==> config.mk <==
export PLATFORM = sky130hd
export DESIGN_NAME = fmul_seq
export DESIGN_NICKNAME = d
export VERILOG_FILES = /design/src/rtl/fmul_seq.sv
export SDC_FILE = /design/constraint.sdc
export NUM_CORES = 1
export LEC_CHECK = 0
export CORE_MARGIN = 2
export CORE_UTILIZATION = 40
export DETAILED_ROUTE_END_ITERATION = 6
export SETUP_SLACK_MARGIN = 0.02
export SLEW_MARGIN = 0
export SYNTH_ARGS = -nofsm -noshare
export SYNTH_HDL_FRONTEND = slang
export SYNTH_SLANG_ARGS = --single-unit
export TNS_END_PERCENT = 5
==> constraint.sdc <==
create_clock -name clk -period 3.25 [get_ports clk]
set_clock_uncertainty 0.1 [all_clocks]
set_input_delay 0.4875 -clock clk [delete_from_list [all_inputs] [get_ports clk]]
set_output_delay 0.4875 -clock clk [all_outputs]
set_load 0.01 [all_outputs]
==> src/rtl/fmul_seq.sv <==
// Multi-cycle IEEE-754 single-precision multiplier: one shift-add step per clock,
// truncating, zero/inf conventions matching the downstream float adder.
module fmul_seq #(
  parameter bit EARLY_OUT = 1'b1
) (
  input  logic        clk,
  input  logic        rst_n,
  input  logic        start,
  input  logic [31:0] a,
  input  logic [31:0] b,
  output logic        busy,
  output logic        done,
  output logic [31:0] result
);

  localparam logic [1:0] S_IDLE    = 2'd0;
  localparam logic [1:0] S_MUL     = 2'd1;
  localparam logic [1:0] S_NORM    = 2'd2;
  localparam logic [1:0] S_SPECIAL = 2'd3;

  logic [1:0]        state;
  logic [4:0]        cnt;
  logic              sign;
  logic              op_zero;
  logic              op_inf;
  logic signed [9:0] exp_sum;
  logic [23:0]       mcand;
  logic [47:0]       prod;

  logic              in_zero;
  logic              in_inf;
  logic [24:0]       partial;
  logic signed [9:0] exp_n;
  logic [22:0]       frac_n;
  logic [31:0]       inf_word;
  logic [31:0]       norm_word;

  assign busy    = (state != S_IDLE);
  assign in_zero = (a[30:23] == 8'h00) || (b[30:23] == 8'h00);
  assign in_inf  = (a[30:23] == 8'hFF) || (b[30:23] == 8'hFF);

  // prod holds {partial high half, remaining multiplier bits}; shifting right
  // each step retires one multiplier bit and leaves the exact product after 24.
  always_comb begin
    partial  = {1'b0, prod[47:24]} + (prod[0] ? {1'b0, mcand} : 25'd0);
    inf_word = {sign, 8'hFF, 23'h0};
    if (prod[47]) begin
      exp_n  = exp_sum + 10'sd1;
      frac_n = prod[46:24];
    end else begin
      exp_n  = exp_sum;
      frac_n = prod[45:23];
    end
    if (op_zero)
      norm_word = '0;
    else if (op_inf)
      norm_word = inf_word;
    else if (exp_n >= 10'sd255)
      norm_word = inf_word;
    else if (exp_n <= 10'sd0)
      norm_word = '0;
    else
      norm_word = {sign, exp_n[7:0], frac_n};
  end

  always_ff @(posedge clk or negedge rst_n) begin
    if (!rst_n) begin
      state   <= S_IDLE;
      cnt     <= '0;
      sign    <= 1'b0;
      op_zero <= 1'b0;
      op_inf  <= 1'b0;
      exp_sum <= '0;
      mcand   <= '0;
      prod    <= '0;
      done    <= 1'b0;
      result  <= '0;
    end else begin
      done <= 1'b0;
      case (state)
        S_IDLE: begin
          if (start) begin
            sign    <= a[31] ^ b[31];
            exp_sum <= $signed({2'b00, a[30:23]} + {2'b00, b[30:23]} - 10'd127);
            mcand   <= {1'b1, a[22:0]};
            prod    <= {24'd0, 1'b1, b[22:0]};
            op_zero <= in_zero;
            op_inf  <= in_inf;
            cnt     <= '0;
            state   <= (EARLY_OUT && (in_zero || in_inf)) ? S_SPECIAL : S_MUL;
          end
        end
        S_MUL: begin
          prod <= {partial, prod[23:1]};
          if (cnt == 5'd23) begin
            cnt   <= '0;
            state <= S_NORM;
          end else begin
            cnt <= cnt + 5'd1;
          end
        end
        S_NORM: begin
          result <= norm_word;
          done   <= 1'b1;
          state  <= S_IDLE;
        end
        S_SPECIAL: begin
          result <= op_zero ? 32'h0 : inf_word;
          done   <= 1'b1;
          state  <= S_IDLE;
        end
        default: state <= S_IDLE;
      endcase
    end
  end

endmodule

==> results of run 1 <==
==> final cells by class <==
class | count | area, um2
timing repair buffer | 117 | 1150
fill | 1693 | 8810
sequential | 125 | 3130
clock buffer | 23 | 498
clock inverter | 9 | 131
tap | 229 | 287
inverter | 21 | 78.8
multi-input combinational | 617 | 4000
==> per-stage QoR <==
stage	hold slack [ps]	utilization	power (W)	worst slack (ps)
floorplan	91.9	-	0.00583	522
global placement	351	0.477	0.00693	225
detailed placement	355	0.477	0.00697	212
CTS	369	0.513	0.00903	249
global route	389	0.513	0.00978	47.2
finish	366	0.513	0.00899	254
==> per-layer routing <==
metal | part of all wire | up-vias | global-route usage
met1 | 0.51 | 2849 | 0.282
li1 | - | 3048 | -
met4 | 0.011 | 0 | 0.0521
met3 | 0.046 | 18 | 0.0417
met5 | 0 | - | 0
met2 | 0.44 | 123 | 0.281
==> sequential cells by signal (all words and copies together) (netlist names) <==
| register | flops |
|---|---|
| op_inf | 1 |
| mcand | 24 |
| exp_sum | 10 |
| state | 2 |
| sign | 1 |
| result | 32 |
| done | 1 |
| cnt | 5 |
| prod | 48 |
| op_zero | 1 |
==> logic make-up (layout without fill, tap and decap cells) <==
family / Yosys count / count (layout) / synth area share
simple gates: 319 / 319 / 0.197
compound gates: 194 / 194 / 0.189
flops: 125 / 125 / 0.421
buf+inv: 67 / 170 / 0.0408
fa+ha+maj: 43 / 43 / 0.0745
xor+xnor: 37 / 37 / 0.0447
mux: 24 / 24 / 0.0325
==> power by group <==
part / leakage [nW] / switching [W] / internal [W] / total [W]
sequential: 1.52 / 0.000594 / 0.00219 / 0.00279
clock: 0.302 / 0.000703 / 0.00131 / 0.00201
combinational: 2.34 / 0.00226 / 0.00193 / 0.00419
==> cell usage after synthesis, types with 3 or more instances <==
cell type,number
sky130_fd_sc_hd__a211oi_1,6
sky130_fd_sc_hd__a21o_1,16
sky130_fd_sc_hd__a21oi_1,28
sky130_fd_sc_hd__a22o_1,3
sky130_fd_sc_hd__a31oi_1,29
sky130_fd_sc_hd__and2_1,25
sky130_fd_sc_hd__and3_1,3
sky130_fd_sc_hd__and4_1,3
sky130_fd_sc_hd__buf_1,9
sky130_fd_sc_hd__buf_2,4
sky130_fd_sc_hd__buf_4,3
sky130_fd_sc_hd__buf_6,3
sky130_fd_sc_hd__clkbuf_1,25
sky130_fd_sc_hd__dfrtp_1,125
sky130_fd_sc_hd__ha_1,41
sky130_fd_sc_hd__inv_1,21
sky130_fd_sc_hd__mux2i_1,23
sky130_fd_sc_hd__nand2_1,177
sky130_fd_sc_hd__nand2b_1,10
sky130_fd_sc_hd__nand3_1,18
sky130_fd_sc_hd__nand4_1,10
sky130_fd_sc_hd__nor2_1,43
sky130_fd_sc_hd__nor2b_1,3
sky130_fd_sc_hd__nor3_1,8
sky130_fd_sc_hd__nor4_1,6
sky130_fd_sc_hd__o21a_1,6
sky130_fd_sc_hd__o21ai_0,45
sky130_fd_sc_hd__o2bb2ai_1,19
sky130_fd_sc_hd__o2bb2ai_2,10
sky130_fd_sc_hd__o31ai_1,3
sky130_fd_sc_hd__o41ai_1,3
sky130_fd_sc_hd__xnor2_1,18
sky130_fd_sc_hd__xor2_1,18
==> worst max path at each step <==
stage	slack, ps	cells after the start	start	endpoint
detailed placement	210	11	a[24]	exp_sum[7]
global route	50	11	prod[0]	prod[45]
finish	250	11	prod[0]	prod[45]
floorplan	520	10	prod[0]	prod[34]
global placement	220	11	a[24]	exp_sum[7]
CTS	250	11	prod[0]	prod[45]
==> worst max-delay path, cell delays in order (launching register included) <==
cell,delay (ps)
sky130_fd_sc_hd__dfrtp_1,560
sky130_fd_sc_hd__and2_1,190
sky130_fd_sc_hd__ha_1,180
sky130_fd_sc_hd__inv_1,60
sky130_fd_sc_hd__fa_1,390
sky130_fd_sc_hd__nor2b_1,160
sky130_fd_sc_hd__o2111ai_1,170
sky130_fd_sc_hd__nand4_1,190
sky130_fd_sc_hd__a311oi_1,130
sky130_fd_sc_hd__o41ai_1,450
sky130_fd_sc_hd__xor2_1,120
sky130_fd_sc_hd__a22o_1,190
==> flow_metrics.tcl, run 1 <==
set metrics [dict create \
    core_box_area_mm2 0.0181 \
    postCtsResizedCells 0 \
    critical_path_arrival_ps 3210 \
    worstPathRequired_ps 3460 \
    area_delta_synth_final_pct 24.9 \
    hold_start "mcand[5]" \
    die_width_um 140 \
    setup.reg_to_reg.worst_slack_ps 250 \
    fin_area_mm2 0.00927 \
    globalRoute.totalOverflow 0 \
    vdd_ir_drop_max_mv 0.445 \
    stdcell_count 1141 \
    drt_wl_total_um 17800 \
    report.final.slew_viol_count 0 \
    via_per_inst 5.29 \
    synth_edf_count 0 \
    finalNetCount 1009 \
    worst-path-max-fanout 15 \
    startpoint_type "register" \
    worst_setup_hold_path_clk_slew_ps 60 \
    yosysWarningCount 0 \
    root_buffer "sky130_fd_sc_hd__clkbuf_16" \
    mostFrequentLayoutCell "sky130_fd_sc_hd__nand2_1" \
    cts_setup_buffers 0 \
    n_antenna_cell 0 \
    hold-path-cell-count 2 \
    synth_top_flop_cell "sky130_fd_sc_hd__dfrtp_1" \
    max_freq_mhz 334 \
    tns_setup_ps 0 \
    syn_inst 809 \
    post_synth_instance_area_mm2 0.00742 \
    drtIter0Drc 355 \
    synth-seq-area-share 0.421 \
    dp_hpwl_um 13000 \
    global_route.usage.total 0.191 \
    cts_made_buffers 17 \
    r2r_end "prod[45]" \
    leakage_nw 4.15 \
    fp.dieArea_mm2 0.0197 \
    grt_pass1_vias 5849 \
    synth.distinct_cells 67 \
    antenna_violating_nets_post_route 0 \
    vias 6038 \
    dr_drc_count 0 \
    postSynthNetCount 919 \
    worstMarginPinSlew_ps 638 \
    dp.cells 1108 \
    worst_hold_endpoint "mcand[5]" \
    worst_slew_margin_rel 0.573 \
    drtPass1Iterations 4 \
    htree_num_levels 4 \
    timing.final.crit_share 0.922 \
    cts_hold_repair.buffers 1 \
    worst_r2r_startpoint "prod[0]" \
    post-synth-top-area-cell "sky130_fd_sc_hd__dfrtp_1" \
    cts.path.max_buffers 2 \
    ys_seq_elements 125 \
    syn_area_per_cell_um2 9.17 \
    ys_async_sr_fraction 1.00 \
    initial_utilization 0.410 \
    timing.final.crit_period_ps 3000 \
    clock_tree_from_tritoncts "yes" \
    timing.critical_path.to_type "register" \
    placementRows 49 \
    rsz0062_at_grt "no" \
    grt_max_degree 60 \
    p_per_area_mw_per_mm2 969 \
    tritoncts_num_sinks 125 \
    insertion_delay_ps 420 \
    global_route_wire_length_before_repair_um 30100 \
    drive_gt1_frac 0.0789 \
    top_level_ports 101 \
    run_status "complete, no violations" \
    crit_type "reg2reg" \
    reg2reg_depth 11 \
    setup_viol 0 \
    worstHoldPathType "reg2reg" \
    gpl.final_weighted_congestion 0.902 \
    post_synth_main_area_contributors "sky130_fd_sc_hd__dfrtp_1 42%, sky130_fd_sc_hd__nand2_1 9.0%, sky130_fd_sc_hd__ha_1 6.9%, sky130_fd_sc_hd__mux2i_1 3.1%, sky130_fd_sc_hd__o21ai_0 3.0%" \
    number_of_antenna_violations_at_the_first_check_in_global_routing 0 \
    place_area_mm2 0.00863 \
    die_height_um 140 \
    routedWlPerCell_um 15.6 \
    synth_top_area_frac 0.421 \
    max_cap_violations 0 \
    most-common-layout-cells "175 x sky130_fd_sc_hd__nand2_1, 125 x sky130_fd_sc_hd__dfrtp_1, 99 x sky130_fd_sc_hd__clkdlybuf4s50_1" \
    portBuffers 100 \
    finalHoldViolations 0 \
]
No activity file was read; power rests on OpenSTA's default activity.
==> run 2: changes to the inputs <==
Settings changed: CORE_MARGIN 2 to 10.
==> run 2 against run 1 <==
Against the previous run: the flow now finishes with violations (hold timing); maximum frequency is 0.49% higher; critical path depth decreased by 2; die area grew 24%; utilization fell by 0.24 points; sequential power fell by 2%; first-iteration DRC count shrank 11%; highest routed layer unchanged.
==> flow_metrics.tcl, run 2 (synthesis results as in run 1) <==
set metrics [dict create \
    run_status "finished with violations" \
    failed_checks "hold timing" \
    power.share.switching 0.398 \
    via_per_inst 5.20 \
    n_antenna_cell 0 \
    tritoncts_num_sinks 125 \
    number_of_antenna_violations_at_the_first_check_in_global_routing 0 \
    cts.path.max_buffers 2 \
    cts_setup_buffers 0 \
    postCtsResizedCells 0 \
    global_route_wire_length_before_repair_um 30300 \
    dr_drc_count 0 \
    insertion_delay_ps 420 \
    gpl.final_weighted_congestion 0.911 \
    area_delta_synth_final_pct 24.4 \
    setup.reg_to_reg.worst_slack_ps 270 \
    area_used_by_multi_input_combinational_logic_mm2 0.00400 \
    clock_tree_from_tritoncts "yes" \
    worstHoldPathType "in2async" \
    antenna_violating_nets_post_route 0 \
    max_freq_mhz 335 \
    p_per_area_mw_per_mm2 957 \
    initial_utilization 0.410 \
    top_level_ports 101 \
    largest_registers "prod: 48 flops, result: 32 flops, mcand: 24 flops" \
    root_buffer "sky130_fd_sc_hd__clkbuf_16" \
    worst_setup_hold_path_clk_slew_ps 60 \
    dp_hpwl_um 13700 \
    worst_r2r_startpoint "prod[0]" \
    globalRoute.totalOverflow 0 \
    grt_max_degree 52 \
    finalNetCount 1008 \
    report.final.slew_viol_count 0 \
    placementRows 49 \
    portBuffers 100 \
    critical_path_source "prod[0]" \
    timing.final.crit_period_ps 2980 \
    die_height_um 156 \
    drt_wl_total_um 18400 \
    leakage_nw 4.14 \
    mostFrequentLayoutCell "sky130_fd_sc_hd__nand2_1" \
    grt_pass1_vias 5896 \
    cts_hold_repair.buffers 0 \
    power.share.clock 0.215 \
    critPathCapture "prod[34]" \
    worst_slew_margin_rel 0.579 \
    register_area_mm2 0.00313 \
    reg2reg_depth 9 \
    most-common-layout-cells "175 x sky130_fd_sc_hd__nand2_1, 125 x sky130_fd_sc_hd__dfrtp_1, 99 x sky130_fd_sc_hd__clkdlybuf4s50_1" \
    critical_path_arrival_ps 3180 \
    timing.hold.ws_ps -2.31 \
    internal_power_w 0.00532 \
    fp.dieArea_mm2 0.0244 \
    part_of_the_power_in_combinational_logic 0.474 \
    timing.critical_path.to_type "register" \
    die_width_um 156 \
    vdd_ir_drop_max_mv 0.507 \
    drtPass1Iterations 4 \
    worstMarginPinSlew_ps 631 \
    startpoint_type "register" \
    sequentialPowerShare 0.310 \
    rsz0062_at_grt "no" \
    finalHoldViolations 4 \
    worstPathRequired_ps 3450 \
    drive_gt1_frac 0.0790 \
    largest_register_ff_count 48 \
    vias 5927 \
    netSwitchingPower_w 0.00351 \
    post-route-util 0.510 \
    r2r_end "prod[34]" \
    cts_made_buffers 17 \
    routedWlPerCell_um 16.1 \
    crit_type "reg2reg" \
    worst-path-max-fanout 19 \
    drtIter0Drc 317 \
    largest-register "prod" \
    core_box_area_mm2 0.0181 \
    htree_num_levels 4 \
    setup_viol 0 \
    max_cap_violations 0 \
    timing.final.crit_share 0.917 \
    tns_setup_ps 0 \
    global_route.usage.total 0.154 \
    fillCellCount 1707 \
]
run 2: per-layer routing:
layer	track usage	vias to the layer above	share of wire	routed length, um
met5	0	-	0	0
met4	0.0445	0	0.0095	175
met3	0.0395	12	0.049	899
met2	0.232	108	0.44	8010
met1	0.212	2754	0.51	9280
li1	-	3053	-	-
run 2: worst min path at each step:
stage / startpoint / end / slack (ps) / cells past startpoint
after floorplan: rst_n / cnt[0] / 90 / 0
after global placement: mcand[3] / mcand[3] / 350 / 2
after detailed placement: mcand[23] / mcand[23] / 340 / 1
after CTS: rst_n / prod[5] / 10 / 1
after global routing: rst_n / prod[5] / 50 / 1
final: rst_n / prod[5] / -2 / 1
run 2: stage by stage:
step                      setup slack [ps]  hold slack [ps]  power (W)  cells  area [um2]
after floorplan                        522             91.9    0.00583    809        7420
after global placement                 242              353    0.00691   1108        8630
after detailed placement               209              345    0.00694   1108        8630
after CTS                              282             12.2    0.00887   1140        9230
after global routing                  64.7             45.6    0.00959   1140        9230
final                                  269            -2.31    0.00883   1140        9230
run 2: power by group through the flow:
| stage | logic, W | registers, W | clock network, W |
|---|---|---|---|
| final | 0.00419 | 0.00274 | 0.00190 |
| after global routing | 0.00473 | 0.00284 | 0.00201 |
| after CTS | 0.00420 | 0.00274 | 0.00193 |
| after detailed placement | 0.00418 | 0.00276 | 0 |
| after global placement | 0.00415 | 0.00276 | 0 |
| after floorplan | 0.00326 | 0.00257 | 0 |
run 2: worst max-delay path, stage by stage, from the launching register on:
cell	delay, ps
sky130_fd_sc_hd__dfrtp_1	440
sky130_fd_sc_hd__buf_4	220
sky130_fd_sc_hd__and2_1	150
sky130_fd_sc_hd__ha_1	370
sky130_fd_sc_hd__a2111oi_1	520
sky130_fd_sc_hd__a21oi_1	160
sky130_fd_sc_hd__o21ai_0	230
sky130_fd_sc_hd__a21oi_1	120
sky130_fd_sc_hd__or3_1	310
sky130_fd_sc_hd__a32o_1	250
run 2: area by class of cell:
cell class,count,area share
Clock buffer,22,0.0525
Clock inverter,10,0.0121
Tap cell,229,0.0310
Multi-Input combinational cell,617,0.433
Sequential cell,125,0.339
Inverter,21,0.00854
Timing Repair Buffer,116,0.124
==> run 3: changes to the inputs <==
Settings changed: CORE_UTILIZATION 40 to 55, PLACE_DENSITY from default to 0.8.
==> run 3 against run 2 <==
Against the previous run: the run now ends clean; highest routed layer unchanged; largest cell class unchanged; utilization increased by 18 points; clock power decreased by 11%; critical path depth grew 2; cell count shrank 4.7%; sequential power is 2% higher; routed wire length is 4.7% lower; via count up 2.5%; non-clock buffer count is 1 lower.
==> flow_metrics.tcl, run 3 (synthesis results as in run 1) <==
set metrics [dict create \
    routedWlPerCell_um 16.1 \
    critical_path_arrival_ps 3110 \
    area_delta_synth_final_pct 22.6 \
    drive_gt1_frac 0.0714 \
    crit_type "reg2reg" \
    timing.final.crit_share 0.909 \
    mostFrequentLayoutCell "sky130_fd_sc_hd__nand2_1" \
    fillCellCount 1070 \
    leakage_nw 4.10 \
    drtIter0Drc 357 \
    n_antenna_cell 0 \
    die_height_um 136 \
    register_area_mm2 0.00313 \
    largest_register_ff_count 48 \
    run_status "complete, no violations" \
    worst_slew_margin_rel 0.541 \
    finalHoldViolations 0 \
    drt_wl_total_um 17500 \
    most-common-layout-cells "175 x sky130_fd_sc_hd__nand2_1, 124 x sky130_fd_sc_hd__dfrtp_1, 99 x sky130_fd_sc_hd__clkdlybuf4s50_1" \
    worst_r2r_startpoint "prod[0]" \
    insertion_delay_ps 410 \
    grt_max_degree 82 \
    largest_registers "prod: 48 flops, result: 32 flops, mcand: 24 flops" \
    portBuffers 100 \
    critical_path_source "prod[0]" \
    rsz0062_at_grt "no" \
    antenna_violating_nets_post_route 0 \
    report.final.slew_viol_count 0 \
    max_freq_mhz 338 \
    max_cap_violations 0 \
    timing.hold.ws_ps 366 \
    setup_viol 0 \
    area_used_by_multi_input_combinational_logic_mm2 0.00400 \
    grt_use_met3 0.0494 \
    grt_use_met2 0.290 \
    stdcell_count 1086 \
    initial_utilization 0.560 \
    die_width_um 136 \
    grt_pass1_vias 5856 \
    tns_setup_ps 0 \
    global_route_wire_length_before_repair_um 29200 \
    cts.path.max_buffers 2 \
    post-route-util 0.687 \
    startpoint_type "register" \
    htree_num_levels 4 \
    dp_hpwl_um 13000 \
    gr-usage-met1 0.271 \
    global_route.peak_usage_layer "met2" \
    via_per_inst 5.60 \
    dr_drc_count 0 \
    finalNetCount 1007 \
    top_level_ports 101 \
    clock_tree_from_tritoncts "yes" \
    tritoncts_num_sinks 125 \
    worst-path-max-fanout 25 \
    worst_setup_hold_path_clk_slew_ps 50 \
    gpl.final_weighted_congestion 0.935 \
    vias 6078 \
    setup.reg_to_reg.worst_slack_ps 290 \
    largest-register "prod" \
    cts_setup_buffers 0 \
    placementRows 42 \
    p_per_area_mw_per_mm2 952 \
    dpl_worst_slack_ps 64.9 \
    cts_made_buffers 17 \
    root_buffer "sky130_fd_sc_hd__clkbuf_16" \
    worstHoldPathType "reg2reg" \
    globalRoute.totalOverflow 0 \
    fp.dieArea_mm2 0.0185 \
    timing.final.crit_period_ps 2960 \
    dp.cells 1053 \
    timing.critical_path.to_type "register" \
    drtPass1Iterations 6 \
    core_box_area_mm2 0.0132 \
    layout_setup_ws_ps 295 \
    worstPathRequired_ps 3400 \
    hold_start "mcand[3]" \
    global_route.usage.total 0.195 \
    worstMarginPinSlew_ps 689 \
    vdd_ir_drop_max_mv 0.438 \
    number_of_antenna_violations_at_the_first_check_in_global_routing 0 \
]
## run 3: path summary, 6_finish.rpt
check	cells past startpoint	endpoint
max in group asynchronous	3	prod[0]
worst min register to register	2	mcand[3]
min in group asynchronous	2	prod[3]
worst max-delay path	11	prod[39]
worst min-delay path	2	mcand[3]
worst max register to register	11	prod[39]
## run 3: metrics by stage
step	cell area, um2	total power, W
floorplan	7420	0.00583
global placement	8550	0.00684
detailed placement	8550	0.00693
CTS	9090	0.00868
global route	9100	0.00939
finish	9100	0.00866
## run 3: worst max-delay path: stages (launching register included)
cell,delay [ps]
sky130_fd_sc_hd__dfrtp_4,570
sky130_fd_sc_hd__and2_1,180
sky130_fd_sc_hd__ha_1,210
sky130_fd_sc_hd__inv_1,80
sky130_fd_sc_hd__fa_1,190
sky130_fd_sc_hd__nor2b_1,70
sky130_fd_sc_hd__o2111ai_1,280
sky130_fd_sc_hd__nand4_1,190
sky130_fd_sc_hd__and3_1,250
sky130_fd_sc_hd__a21boi_0,350
sky130_fd_sc_hd__xor2_1,220
sky130_fd_sc_hd__o21ai_0,110
## run 3: area by class of cell
class,count,share of cell area
flip-flops and latches,125,0.344
inverters,21,0.00866
repair buffers,115,0.125
multi-input cells,617,0.439
well taps,176,0.0242
clock inverters,7,0.00715
clock buffers,25,0.0512
## run 3: metal layers
metal / wire (um) / share of wire / vias to the layer above
met2: 7680 / 0.44 / 162
li1: - / - / 3056
met1: 8320 / 0.48 / 2841
met4: 254 / 0.015 / 0
met5: 0 / 0 / -
met3: 1240 / 0.071 / 19
## run 3: where the power goes
group          internal, W  leakage [nW]  switching, W
sequential         0.00220          1.52      0.000598
combinational      0.00192          2.33       0.00226
clock              0.00106         0.255      0.000627
total              0.00518          4.10       0.00349
## run 3: what timing repair did
item,4_1_cts,5_1_grt
hold buffers,1,0
endpoints found under the hold margin,33,0
resized for setup,0,2
setup endpoints to repair,0,4
==> RTL change 1: new RTL, settings of run 3 <==
The parameter `EARLY_OUT` goes from 1'b1 to 1'b0.
--- a/src/rtl/fmul_seq.sv
+++ b/src/rtl/fmul_seq.sv
@@ -2,5 +2,5 @@
 // truncating, zero/inf conventions matching the downstream float adder.
 module fmul_seq #(
-  parameter bit EARLY_OUT = 1'b1
+  parameter bit EARLY_OUT = 1'b0
 ) (
   input  logic        clk,
Function: changed (Yosys sat finds a counterexample within 4 cycles, from zero or initial values and one cycle with rst_n low).
==> RTL change 1 against run 3 <==
Count of clock-buffer cells in the layout decreased by 5. Setup slack improved by 0.061 ns. Total power increased by 3.3%. Non-clock buffer count decreased by 1. Sequential cell count unchanged. Routed wire length increased by 0.46%. Die area increased by 0.92%. First-iteration DRC count increased by 48%. Fmax increased by 2.1%. Final area increased by 1.4%. Synthesized area increased by 1.1%. Critical path type unchanged. Largest cell class unchanged.
==> RTL change 1: results (changes against run 3) <==
metric,value,unit,change
CLK BUF,20,,was 25
status,finished clean,,unchanged
Post-synth top cells,"174 x nand2_1, 125 x dfrtp_1, 49 x nor2_1, 48 x inv_1, 48 x o21ai_0",,"was 177 x nand2_1, 125 x dfrtp_1, 45 x o21ai_0, 43 x nor2_1, 41 x ha_1"
first-pass GRT wire length,29.7,mm,was 29.2 mm
largest net degree at the start of global routing,96,,was 82
critical path's largest stage delay,0.40,ns,was 0.57 ns
Buffers excl. clock,114,,was 115
Yosys cell types,59,,was 67
Final Core Density,69.4,%,was 68.7%
Leak,4.09,nW,was 4.10 nW
gpl congestion,0.867,,was 0.935
via count,6242,,was 6078
CP max-delay cell,fa_1,,was dfrtp_4
switch share,41.4,%,was 40.3%
WL met2,8.01,mm,was 7.68 mm
multi-input gate share of total cell area,43.3,%,was 43.9%
fill cell count,1048,,was 1070
pre-CTS setup slack,0.220,ns,was 0.0649 ns
Tightest Pin Transition,0.642,ns,was 0.689 ns
DR iter-0 viols,530,,was 357
met1 WL,8.12,mm,was 8.32 mm
crit path DAT,3.10,ns,was 3.11 ns
Inverters,48,,was 21
VDD IR max,0.000517,V,was 0.000438 V
multi-input gates,616,,was 617
"Net Count, Synth",946,,was 919
met2 Usage GRT,30.2,%,was 29.0%
## RTL change 1: cell count changes in the layout (fill, tap and decap cells not counted), sizes merged, moves of 5 or more
cell and change:
inv +27, nand3 -8, o32ai +22, nor2 +6, a21oi +7, o22ai +8
o2bb2ai -29, nor3 -5, o21ai +5, clkbuf -5
## RTL change 1: path summary, 6_finish.rpt
| check | from | slack, ns | endpoint |
|---|---|---|---|
| max reg2reg | prod[0] | 0.36 | prod[45] |
| max | prod[0] | 0.36 | prod[45] |
| min reg2reg | mcand[4] | 0.37 | mcand[4] |
| min | mcand[4] | 0.37 | mcand[4] |
| min in group asynchronous | rst_n | 0.45 | prod[6] |
| max in group asynchronous | rst_n | 1.78 | mcand[6] |
## RTL change 1: cells by family after synthesis
kind of cell | count (synthesis) | share of synthesized area [%]
and+or+nand+nor | 316 | 19.2
AOI/OAI and AO/OA | 198 | 19.2
DFF | 125 | 41.7
buffers and inverters | 95 | 5.14
adders and majority gates | 43 | 7.37
xor gates and xnor gates | 33 | 3.85
muxes | 26 | 3.49
==> RTL change 2: new RTL, flow settings as in run 3 <==
Without the edit above. Reset style: synchronous (`rst_n`), changed in one clocked block.
--- a/src/rtl/fmul_seq.sv
+++ b/src/rtl/fmul_seq.sv
@@ -64,5 +64,5 @@
   end
 
-  always_ff @(posedge clk or negedge rst_n) begin
+  always_ff @(posedge clk) begin
     if (!rst_n) begin
       state   <= S_IDLE;
Check against the original RTL: differs if rst_n is asserted again (counterexample within 4 cycles, from zero or initial values and one cycle with rst_n low); with rst_n held inactive, the same outputs for 10 cycles.
==> RTL change 2 against run 3 <==
Via count increased by 2.5%. Routed wire length is 0.61% lower. Final area fell by 7.6%. Synthesized area is 9.6% lower. Setup slack better by 0.085 ns. Fmax rose by 2.9%. Sequential share of layout area fell by 4.6 points. Sequential cell count is the same. Largest cell class unchanged.
Power is not compared: it rests on default switching activity, and its combinational part moved more than twofold at a synthesized area within 25%.
==> RTL change 2: results (changes against run 3) <==
metric,value,unit,change
status,finished clean,,unchanged
multi-input gate share of total cell area,47.0,%,was 43.9%
fill cell count,930,,was 1070
Reg2Reg Capture Point,prod[33],,was prod[39]
Post-synth top cells,"132 x nand2_1, 125 x dfxtp_1, 71 x nor2_1, 61 x a21oi_1, 48 x o21ai_0",,"was 177 x nand2_1, 125 x dfrtp_1, 45 x o21ai_0, 43 x nor2_1, 41 x ha_1"
area grow syn2layout,25.3,%,was 22.6%
met1 WL,7.34,mm,was 8.32 mm
design area,0.00841,sq mm,was 0.00910 sq mm
met2 Usage GRT,35.8,%,was 29.0%
r2r setup slk,0.38,ns,was 0.29 ns
Worst Setup SP,prod[0],,unchanged
Seq/total area,29.8,%,was 34.4%
final hold slack,0.347,ns,was 0.366 ns
Mapped Cells,818,,was 809
"Net Count, Synth",928,,was 919
clk cell area share,7.16,%,was 5.83%
met1 track demand over resource,23.4,%,was 27.1%
largest net degree at the start of global routing,58,,was 82
number of global-route vias before repair,6213,,was 5856
hold_sp,result[4],,was mcand[3]
"Max FO, Critical Path",15,,was 25
critical path's largest stage delay,0.49,ns,was 0.57 ns
async set-reset flop share out of synthesis,0,%,was 100%
placed cell count,1034,,was 1053
DR iter-0 viols,365,,was 357
ys flop type,dfxtp_1,,was dfrtp_1
pre-CTS setup slack,0.161,ns,was 0.0649 ns
CLK BUF,24,,was 25
Yosys cell types,60,,was 67
Tightest Pin Transition,0.733,ns,was 0.689 ns
crit path DAT,3.07,ns,was 3.11 ns
non-clock buffer share of cell area,13.0,%,was 12.5%
wire length on met3,1.03,mm,was 1.24 mm
WL met2,8.58,mm,was 7.68 mm
area after detailed placement,0.00780,sq mm,was 0.00855 sq mm
CP max-delay cell,dfxtp_2,,was dfrtp_4
-- RTL change 2: cell families after synthesis --
logic type      count (synthesis)  share of synthesized area [%]
simple gates                  310                           21.3
compound gates                221                           21.6
flops                         125                           37.3
buf+inv                        64                           3.99
fa+ha+maj                      43                           8.24
xor+xnor                       29                           3.78
mux                            26                           3.88
-- RTL change 2: power groups by stage --
stage	clock network, mW	registers (mW)	logic, mW
after global placement	0	1.72	0.540
after detailed placement	0	1.72	0.561
after floorplan	0	1.69	0.367
final	1.92	1.69	0.566
after global routing	2.01	1.71	0.626
after CTS	1.95	1.69	0.566
-- RTL change 2: worst reg2reg max path: cells and delay by family (launching register included) --
kind	cells	cell delay, ns
AO/OA/AOI/OAI	6	1.16
adder cells (fa/ha/maj)	2	0.55
buffers and inverters	1	0.06
flip-flops	1	0.49
AND/OR/NAND/NOR	2	0.38
